[src/rtl/txfifo.sv]
`default_nettype none
// ============================================================================
// Module   : txfifo
// Purpose  : Byte FIFO plus transmit sequencer placed directly ahead of the
//            UART transmitter. Producers write bytes with a strobe. The
//            sequencer hands the bytes to the transmitter one at a time using
//            its enable/busy handshake, so producers never watch UART busy.
//
// Ports    : i_clk        - system clock, rising edge
//            i_reset_n    - asynchronous active-low reset
//            i_wr         - write strobe, one byte per cycle
//            i_wr_data    - byte to write
//            o_full       - FIFO holds 2^DEPTH_LOG2 entries
//            o_empty      - FIFO holds no entries
//            o_fill       - entry count, 0..2^DEPTH_LOG2
//            o_overflow   - sticky write-while-full flag (optional)
//            o_tx_enable  - launch request to the transmitter
//            o_tx_data    - byte presented to the transmitter
//            i_tx_busy    - transmitter busy
//
// Options  : TXFIFO_OVERFLOW_FLAG_EN - when defined, o_overflow latches any
//            dropped write until reset; otherwise o_overflow is tied low.
//
// Revision : 1.0 - initial release
// ============================================================================
module txfifo #(
    parameter int DEPTH_LOG2 = 4
) (
    input  logic                  i_clk,
    input  logic                  i_reset_n,
    input  logic                  i_wr,
    input  logic [7:0]            i_wr_data,
    output logic                  o_full,
    output logic                  o_empty,
    output logic [DEPTH_LOG2:0]   o_fill,
    output logic                  o_overflow,
    output logic                  o_tx_enable,
    output logic [7:0]            o_tx_data,
    input  logic                  i_tx_busy
);

    localparam int                  c_DEPTH   = 1 << DEPTH_LOG2;
    localparam logic [DEPTH_LOG2:0] c_PTR_INC = {{DEPTH_LOG2{1'b0}}, 1'b1};

    typedef enum logic [1:0] {
        S_IDLE  = 2'd0,
        S_SEND  = 2'd1,
        S_DRAIN = 2'd2
    } state_t;

    state_t              r_state;
    state_t              w_state_next;

    logic [7:0]          r_mem [c_DEPTH];
    logic [DEPTH_LOG2:0] r_wr_ptr;
    logic [DEPTH_LOG2:0] r_rd_ptr;
    logic [7:0]          r_tx_data;

    logic                w_empty;
    logic                w_full;
    logic                w_push;
    logic                w_pop;

    // ------------------------------------------------------------------
    // Status flags. Pointers carry one extra bit so that full and empty
    // are distinguishable when the index bits coincide.
    // ------------------------------------------------------------------
    assign w_empty = (r_wr_ptr == r_rd_ptr);
    assign w_full  = (r_wr_ptr[DEPTH_LOG2-1:0] == r_rd_ptr[DEPTH_LOG2-1:0]) &&
                     (r_wr_ptr[DEPTH_LOG2] != r_rd_ptr[DEPTH_LOG2]);

    // A pop in the same cycle does not rescue a write against a full FIFO:
    // acceptance looks only at the pre-edge full flag.
    assign w_push  = i_wr && !w_full;

    assign o_empty = w_empty;
    assign o_full  = w_full;
    assign o_fill  = r_wr_ptr - r_rd_ptr;

    // ------------------------------------------------------------------
    // Storage. The array itself needs no reset; only the pointers define
    // which entries are valid.
    // ------------------------------------------------------------------
    always_ff @(posedge i_clk) begin
        if (w_push) begin
            r_mem[r_wr_ptr[DEPTH_LOG2-1:0]] <= i_wr_data;
        end
    end

    always_ff @(posedge i_clk or negedge i_reset_n) begin
        if (!i_reset_n) begin
            r_wr_ptr <= '0;
            r_rd_ptr <= '0;
        end else begin
            if (w_push) begin
                r_wr_ptr <= r_wr_ptr + c_PTR_INC;
            end
            if (w_pop) begin
                r_rd_ptr <= r_rd_ptr + c_PTR_INC;
            end
        end
    end

    // ------------------------------------------------------------------
    // Sequencer: state register
    // ------------------------------------------------------------------
    always_ff @(posedge i_clk or negedge i_reset_n) begin
        if (!i_reset_n) begin
            r_state <= S_IDLE;
        end else begin
            r_state <= w_state_next;
        end
    end

    // ------------------------------------------------------------------
    // Sequencer: next state and pop decision. Only IDLE pops, so every
    // byte is handed to the transmitter exactly once. IDLE also waits for
    // busy to be low, which covers a transmitter still running after a
    // reset of this block.
    // ------------------------------------------------------------------
    always_comb begin
        w_state_next = r_state;
        w_pop        = 1'b0;
        case (r_state)
            S_IDLE: begin
                if (!w_empty && !i_tx_busy) begin
                    w_pop        = 1'b1;
                    w_state_next = S_SEND;
                end
            end
            S_SEND: begin
                if (i_tx_busy) begin
                    w_state_next = S_DRAIN;
                end
            end
            S_DRAIN: begin
                if (!i_tx_busy) begin
                    w_state_next = S_IDLE;
                end
            end
            default: begin
                w_state_next = S_IDLE;
            end
        endcase
    end

    // Head byte is captured on the pop edge and held stable through SEND.
    always_ff @(posedge i_clk or negedge i_reset_n) begin
        if (!i_reset_n) begin
            r_tx_data <= 8'h00;
        end else if (w_pop) begin
            r_tx_data <= r_mem[r_rd_ptr[DEPTH_LOG2-1:0]];
        end
    end

    // Enable is exactly "in SEND": it rises on the pop edge and falls on
    // the edge that first samples busy high.
    assign o_tx_enable = (r_state == S_SEND);
    assign o_tx_data   = r_tx_data;

    // ------------------------------------------------------------------
    // Optional sticky overflow flag
    // ------------------------------------------------------------------
`ifdef TXFIFO_OVERFLOW_FLAG_EN
    logic r_overflow;

    always_ff @(posedge i_clk or negedge i_reset_n) begin
        if (!i_reset_n) begin
            r_overflow <= 1'b0;
        end else if (i_wr && w_full) begin
            r_overflow <= 1'b1;
        end
    end

    assign o_overflow = r_overflow;
`else
    assign o_overflow = 1'b0;
`endif

endmodule
`default_nettype wire

[config.mk]
export PLATFORM = sky130hd
export DESIGN_NAME = txfifo
export DESIGN_NICKNAME = d
export VERILOG_FILES = /design/src/rtl/txfifo.sv
export SDC_FILE = /design/constraint.sdc
export NUM_CORES = 1
export LEC_CHECK = 0
export CAP_MARGIN = 5
export CORE_MARGIN = 2
export CORE_UTILIZATION = 62
export CTS_BUF_LIST = sky130_fd_sc_hd__clkbuf_4
export DETAILED_ROUTE_END_ITERATION = 8
export MAX_ROUTING_LAYER = met4
export PLACE_DENSITY = 0.94
export SLEW_MARGIN = 20
export SYNTH_ARGS = -nofsm -noshare
export SYNTH_HDL_FRONTEND = slang
export SYNTH_SLANG_ARGS = --single-unit
[constraint.sdc]
create_clock -name i_clk -period 3.75 [get_ports i_clk]
set_clock_uncertainty 0.1 [all_clocks]
set_input_delay 0.75 -clock i_clk [delete_from_list [all_inputs] [get_ports i_clk]]
set_output_delay 0.75 -clock i_clk [all_outputs]
set_load 0.02 [all_outputs]
# Word level (Yosys, flattened, before mapping)
# Memories as Yosys holds them, arrays and structs flattened. A register that Yosys moved wholly into a read port is not among the register bits.
# Cells that the tools add are included.
dict set report classes {
  bitwise 0
  n_shift 0
  n_reduce_logical 9
  muxes 8
  n_mul 0
  div_mod_pow 0
  n_addsub 3
  n_eq_ne 8
  magnitude_cmp 0
}
# cell count
set ops {}
lappend ops {{$add 5x1->5 const B} 2}
lappend ops {{$mux 2} 3}
lappend ops {{$pmux 2 s3} 1}
lappend ops {{$eq 5x5->1} 1}
lappend ops {{$sub 5x5->5} 1}
lappend ops {{$eq 4x4->1} 1}
lappend ops {{$logic_not 1->1} 4}
lappend ops {{$mux 1} 4}
lappend ops {{$ne 2x2->1 const B} 2}
lappend ops {{$logic_and 1x1->1} 3}
lappend ops {{$reduce_and 3->1} 1}
lappend ops {{$eq 2x1->1 const B} 1}
lappend ops {{$eq 2x2->1 const B} 1}
lappend ops {{$logic_not 2->1} 1}
lappend ops {{$ne 2x1->1 const B} 1}
lappend ops {{$ne 1x1->1} 1}
dict set report totals {
  latchBits 0
  register_bits 12
  ram_bits 128
  wordCells 32
  romBits 0
  inputBits 12
  mem_count 1
}
# memory depth word_bits rd rd_ports_with_merged_regs wr line
set mem_list {}
lappend mem_list {r_mem 16 8 1 1 1 54} ;# logic [7:0] r_mem [c_DEPTH];

# Logic depth before layout (Yosys ltp)
dict set report depth {
  ltp_word 6
  depth_mapped 9
  depth_no_buf 7
}

# Worst setup path before layout
# No wires, ideal clock.
dict set report synth_path {
  kind {register -> register}
  startpoint {register r_rd_ptr[3]}
  endpoint {memory r_mem[0][0], enable pin}
  setup_ns 0.395
  required_time_ns 3.255
  arrival_ns 2.257
  synth_period_minus_slack_ns 2.751
  path_buffers 2
  path_stages_with_launch 8
  slack_ns 0.999
  path_cell_list {dfrtp_1 > buf_2 > clkbuf_1 > inv_1 > ha_1 > nand4_1 > o21ai_0 > nor4_1}
}
dict set report synth_between {
  elab_chain_cells 6
}
# item line
set synth_rtl {}
lappend synth_rtl {{start: declaration} 56} ;# logic [DEPTH_LOG2:0] r_rd_ptr;
lappend synth_rtl {{start signal: assignment} 99} ;# r_rd_ptr <= r_rd_ptr + c_PTR_INC;
lappend synth_rtl {{$eq 4x4->1} 69} ;# assign w_full = (r_wr_ptr[DEPTH_LOG2-1:0] == r_rd_ptr[DEPTH_LOG2-1:0]) &&
lappend synth_rtl {{$logic_and 1x1->1} 69}
lappend synth_rtl {{$logic_not 1->1} 74} ;# assign w_push = i_wr && !w_full;
lappend synth_rtl {{$logic_and 1x1->1} 74}
lappend synth_rtl {{$mux 1} 85} ;# if (w_push) begin
lappend synth_rtl {{$mux 1 (implied by the code)} 86} ;# r_mem[r_wr_ptr[DEPTH_LOG2-1:0]] <= i_wr_data;
lappend synth_rtl {{end: declaration} 54}
# Every way passes these cells.

# Worst setup path after layout
dict set report layout_path {
  startpoint {register r_rd_ptr[1]}
  endpoint {output o_fill[3]}
}
dict set report layout_between {
  elab_chain_cells 1
}
# item line
set layout_rtl {}
lappend layout_rtl {{$sub 5x5->5} 78} ;# assign o_fill = r_wr_ptr - r_rd_ptr;
lappend layout_rtl {{end: declaration} 35} ;# output logic [DEPTH_LOG2:0] o_fill,
# Every way passes these cells.

==> impl_metrics.tcl <==
set metrics [dict create \
    die_h_um 103 \
    postSynthCellCount 367 \
    syn_area_um2 6060 \
    startpoint_type "flop" \
    gp_congestion 0.847 \
    avgViaCountPerCell 6.20 \
    drtIter0Drc 404 \
    ys.flop_type "edfxtp_1" \
    max_stage_delay_ps 610 \
    worstPathArrival_ps 2730 \
    numPortBuffers 27 \
    ys_seq_elements 148 \
    setup_viol_count_final 0 \
    cap_violations 0 \
    synth_xor_area_share_pct 1.98 \
    ys_seq_area_share_pct 71.6 \
    period_share_pct 95.6 \
    critPathKind "reg -> out" \
    nets 424 \
    synth_top_family_by_area "multiplexers" \
    synth.distinct_cells 39 \
    rows 36 \
    synth_area_leaders "edfxtp_1 63%, dfrtp_1 8.3%, mux2i_1 7.9%" \
    rsz0062_at_grt "false" \
    grt_pass1_wl_mm 18.6 \
    syn_to_final_growth_pct 11.9 \
    grt-ovfl-total 0 \
    crit_chain "inv_1 -> ha_1 -> a21o_1 -> a21oi_1 -> xnor2_1 -> clkdlybuf4s50_1" \
    cts_root_buffer "clkbuf_4" \
    fin_worst_hold_slack_ps 445 \
    route.detailed.wl_per_inst_um 22.1 \
    setup_tns_ps 0 \
    yosysTopAreaCellShare_pct 63.4 \
    cts_buffers 17 \
    syn-num-nets 389 \
    yosys.area.top_type "edfxtp_1" \
    first_pass_iters 7 \
    cpMaxStageDelayCell "dfrtp_1" \
    path_max_fanout 16 \
    synth-adder-area-share_pct 2.19 \
    p_per_area_nw_per_um2 777 \
    dpl.hpwl_mm 7.97 \
    synth-async-reset-ratio_pct 13.5 \
    clkTransAtPathRegs_ps 110 \
    clock_sinks 148 \
    crit_path_end_kind "output pin" \
    grtUsageTotal_pct 25.7 \
    grt_pass1_vias 3356 \
    cts_tree "built" \
    synth_edf_count 128 \
    synthSimpleGateAreaFrac_pct 4.48 \
    muxShareOfSynthArea_pct 10.9 \
    initial_core_util_pct 62.9 \
    synth_compound_area_share_pct 5.78 \
    tightest_slew_ps 951 \
    ios 29 \
    hold_viol_final 0 \
    grt_max_degree 45 \
    vias 3402 \
    insertion_delay_ps 540 \
    final-max-slew-violation-count 0 \
    hp-class "reg -> reg" \
    totalWireLength_mm 12.1 \
    ir_drop_mv 0.428 \
    yosysWarningCount 0 \
    cp.required_ps 2900 \
    ctsLongestPathBuffers 2 \
    status "finished, final reports clean" \
    core_um2 9640 \
    reg2reg_slack_ps 740 \
    cts_max_level 4 \
    final.fill_count 595 \
    cellLeakagePower_nw 2.41 \
    drive_gt1_share_pct 13.5 \
    die-width_um 103 \
    cts_setup_buffers 0 \
    drc_errors 0 \
    ant_nets 0 \
    synth_area_per_cell_um2 16.5 \
    post-route-min-period_ps 3580 \
    die-area_um2 10600 \
    relSlewSlack_pct 36.4 \
    antenna_found_initial 1 \
    fmax_mhz 279 \
]
[critical path: cells and delay by family (launching register included)]
kind                       cells  cell delay, ps
xor gates and xnor gates       1             130
adders and majority gates      1             350
DFF                            1             610
AOI/OAI and AO/OA              2             340
buffers and inverters          2             780
[power by group]
| group | total [mW] | switching, mW | internal, mW | leakage [nW] |
|---|---|---|---|---|
| combinational | 1.95 | 1.12 | 0.829 | 0.846 |
| sequential | 2.22 | 0.190 | 2.03 | 1.39 |
| clock | 1.10 | 0.569 | 0.535 | 0.172 |
| total | 5.27 | 1.88 | 3.40 | 2.41 |
[logic make-up (layout without fill, tap and decap cells)]
kind of cell	count (synthesis)	after routing
AOI/OAI and AO/OA	51	51
adders and majority gates	10	10
muxes	56	56
and+or+nand+nor	54	54
buffers and inverters	35	83
other	1	2
DFF	148	148
xor gates and xnor gates	12	12
[metal layers]
layer  track usage [%]  up-vias  wire [um]
met5                 -        -          0
met4              13.5        0        431
met3              5.56       36        898
met2              39.1      182       6070
met1              33.0     1688       4720
li1                  -     1496          -
[flip-flops by register name, summed over array words and instances, names as in the netlist]
register   count
r_mem        128
o_tx_data      8
r_rd_ptr       5
r_wr_ptr       5
r_state        2
[final cells by class]
type                            instances  area (um2)  area share, %
Timing Repair Buffer                   38         352           5.18
Clock inverter                         15         204           3.01
Tap cell                              133         166           2.45
Inverter                               13        48.8          0.719
Sequential cell                       148        4350           64.0
Antenna cell                            1        2.50         0.0369
Multi-Input combinational cell        184        1540           22.7
Clock buffer                           17         128           1.88
[placed cells by master (no fill, tap or decap), drive strengths merged, types with 5 or more instances in the layout]
cell           instances
mux2i                 48
nand2                  5
o22ai                 16
mux4                   8
o21ai                 11
clkbuf                17
xnor2                 10
clkdlybuf4s50         26
dfrtp                 20
buf                   11
a221oi                 8
a31oi                  8
clkinv                 6
ha                     9
edfxtp               128
nor2                  22
inv                   16
[final timing paths]
kind                             startpoint            to  depth (start not counted)
worst max-delay path            r_rd_ptr[1]     o_fill[3]                          6
worst min-delay path            r_wr_ptr[4]   r_wr_ptr[4]                          1
worst max register to register  r_rd_ptr[3]  o_tx_data[0]                          7
worst min register to register  r_wr_ptr[4]   r_wr_ptr[4]                          1
max in group asynchronous         i_reset_n   r_rd_ptr[0]                          1
min in group asynchronous         i_reset_n   r_wr_ptr[2]                          1
[synth_stat cells, types with 3 or more instances]
cell	n
nand3_1	3
edfxtp_1	128
nor3_1	4
buf_2	6
and3_1	4
nand2_1	4
ha_1	9
a221oi_1	8
inv_1	13
dfrtp_1	20
buf_4	7
o21ai_0	10
a31oi_1	8
xnor2_1	8
mux4_2	8
nand4_1	4
o22ai_1	16
mux2i_1	48
nor2_1	22
clkbuf_1	6
nor4_1	4
[stage by stage]
step           utilization, %  power, mW  cells  instance area (um2)  setup WS [ps]
2_1_floorplan               -       3.57    367                 6060            999
3_3_place_gp             66.9       4.09    516                 6450            692
3_5_place_dp             66.9       4.20    516                 6450            584
4_1_cts                  70.4       5.27    548                 6780            144
5_1_grt                  70.4       5.49    549                 6790           21.4
6_report                 70.4       5.27    549                 6790            166
[timing repair]
item / CTS / global route
setup endpoints to repair: 1 / 0
resized for setup: 1 / 0
hold buffers: 0 / 0
Power figures use the tool's default switching activity.
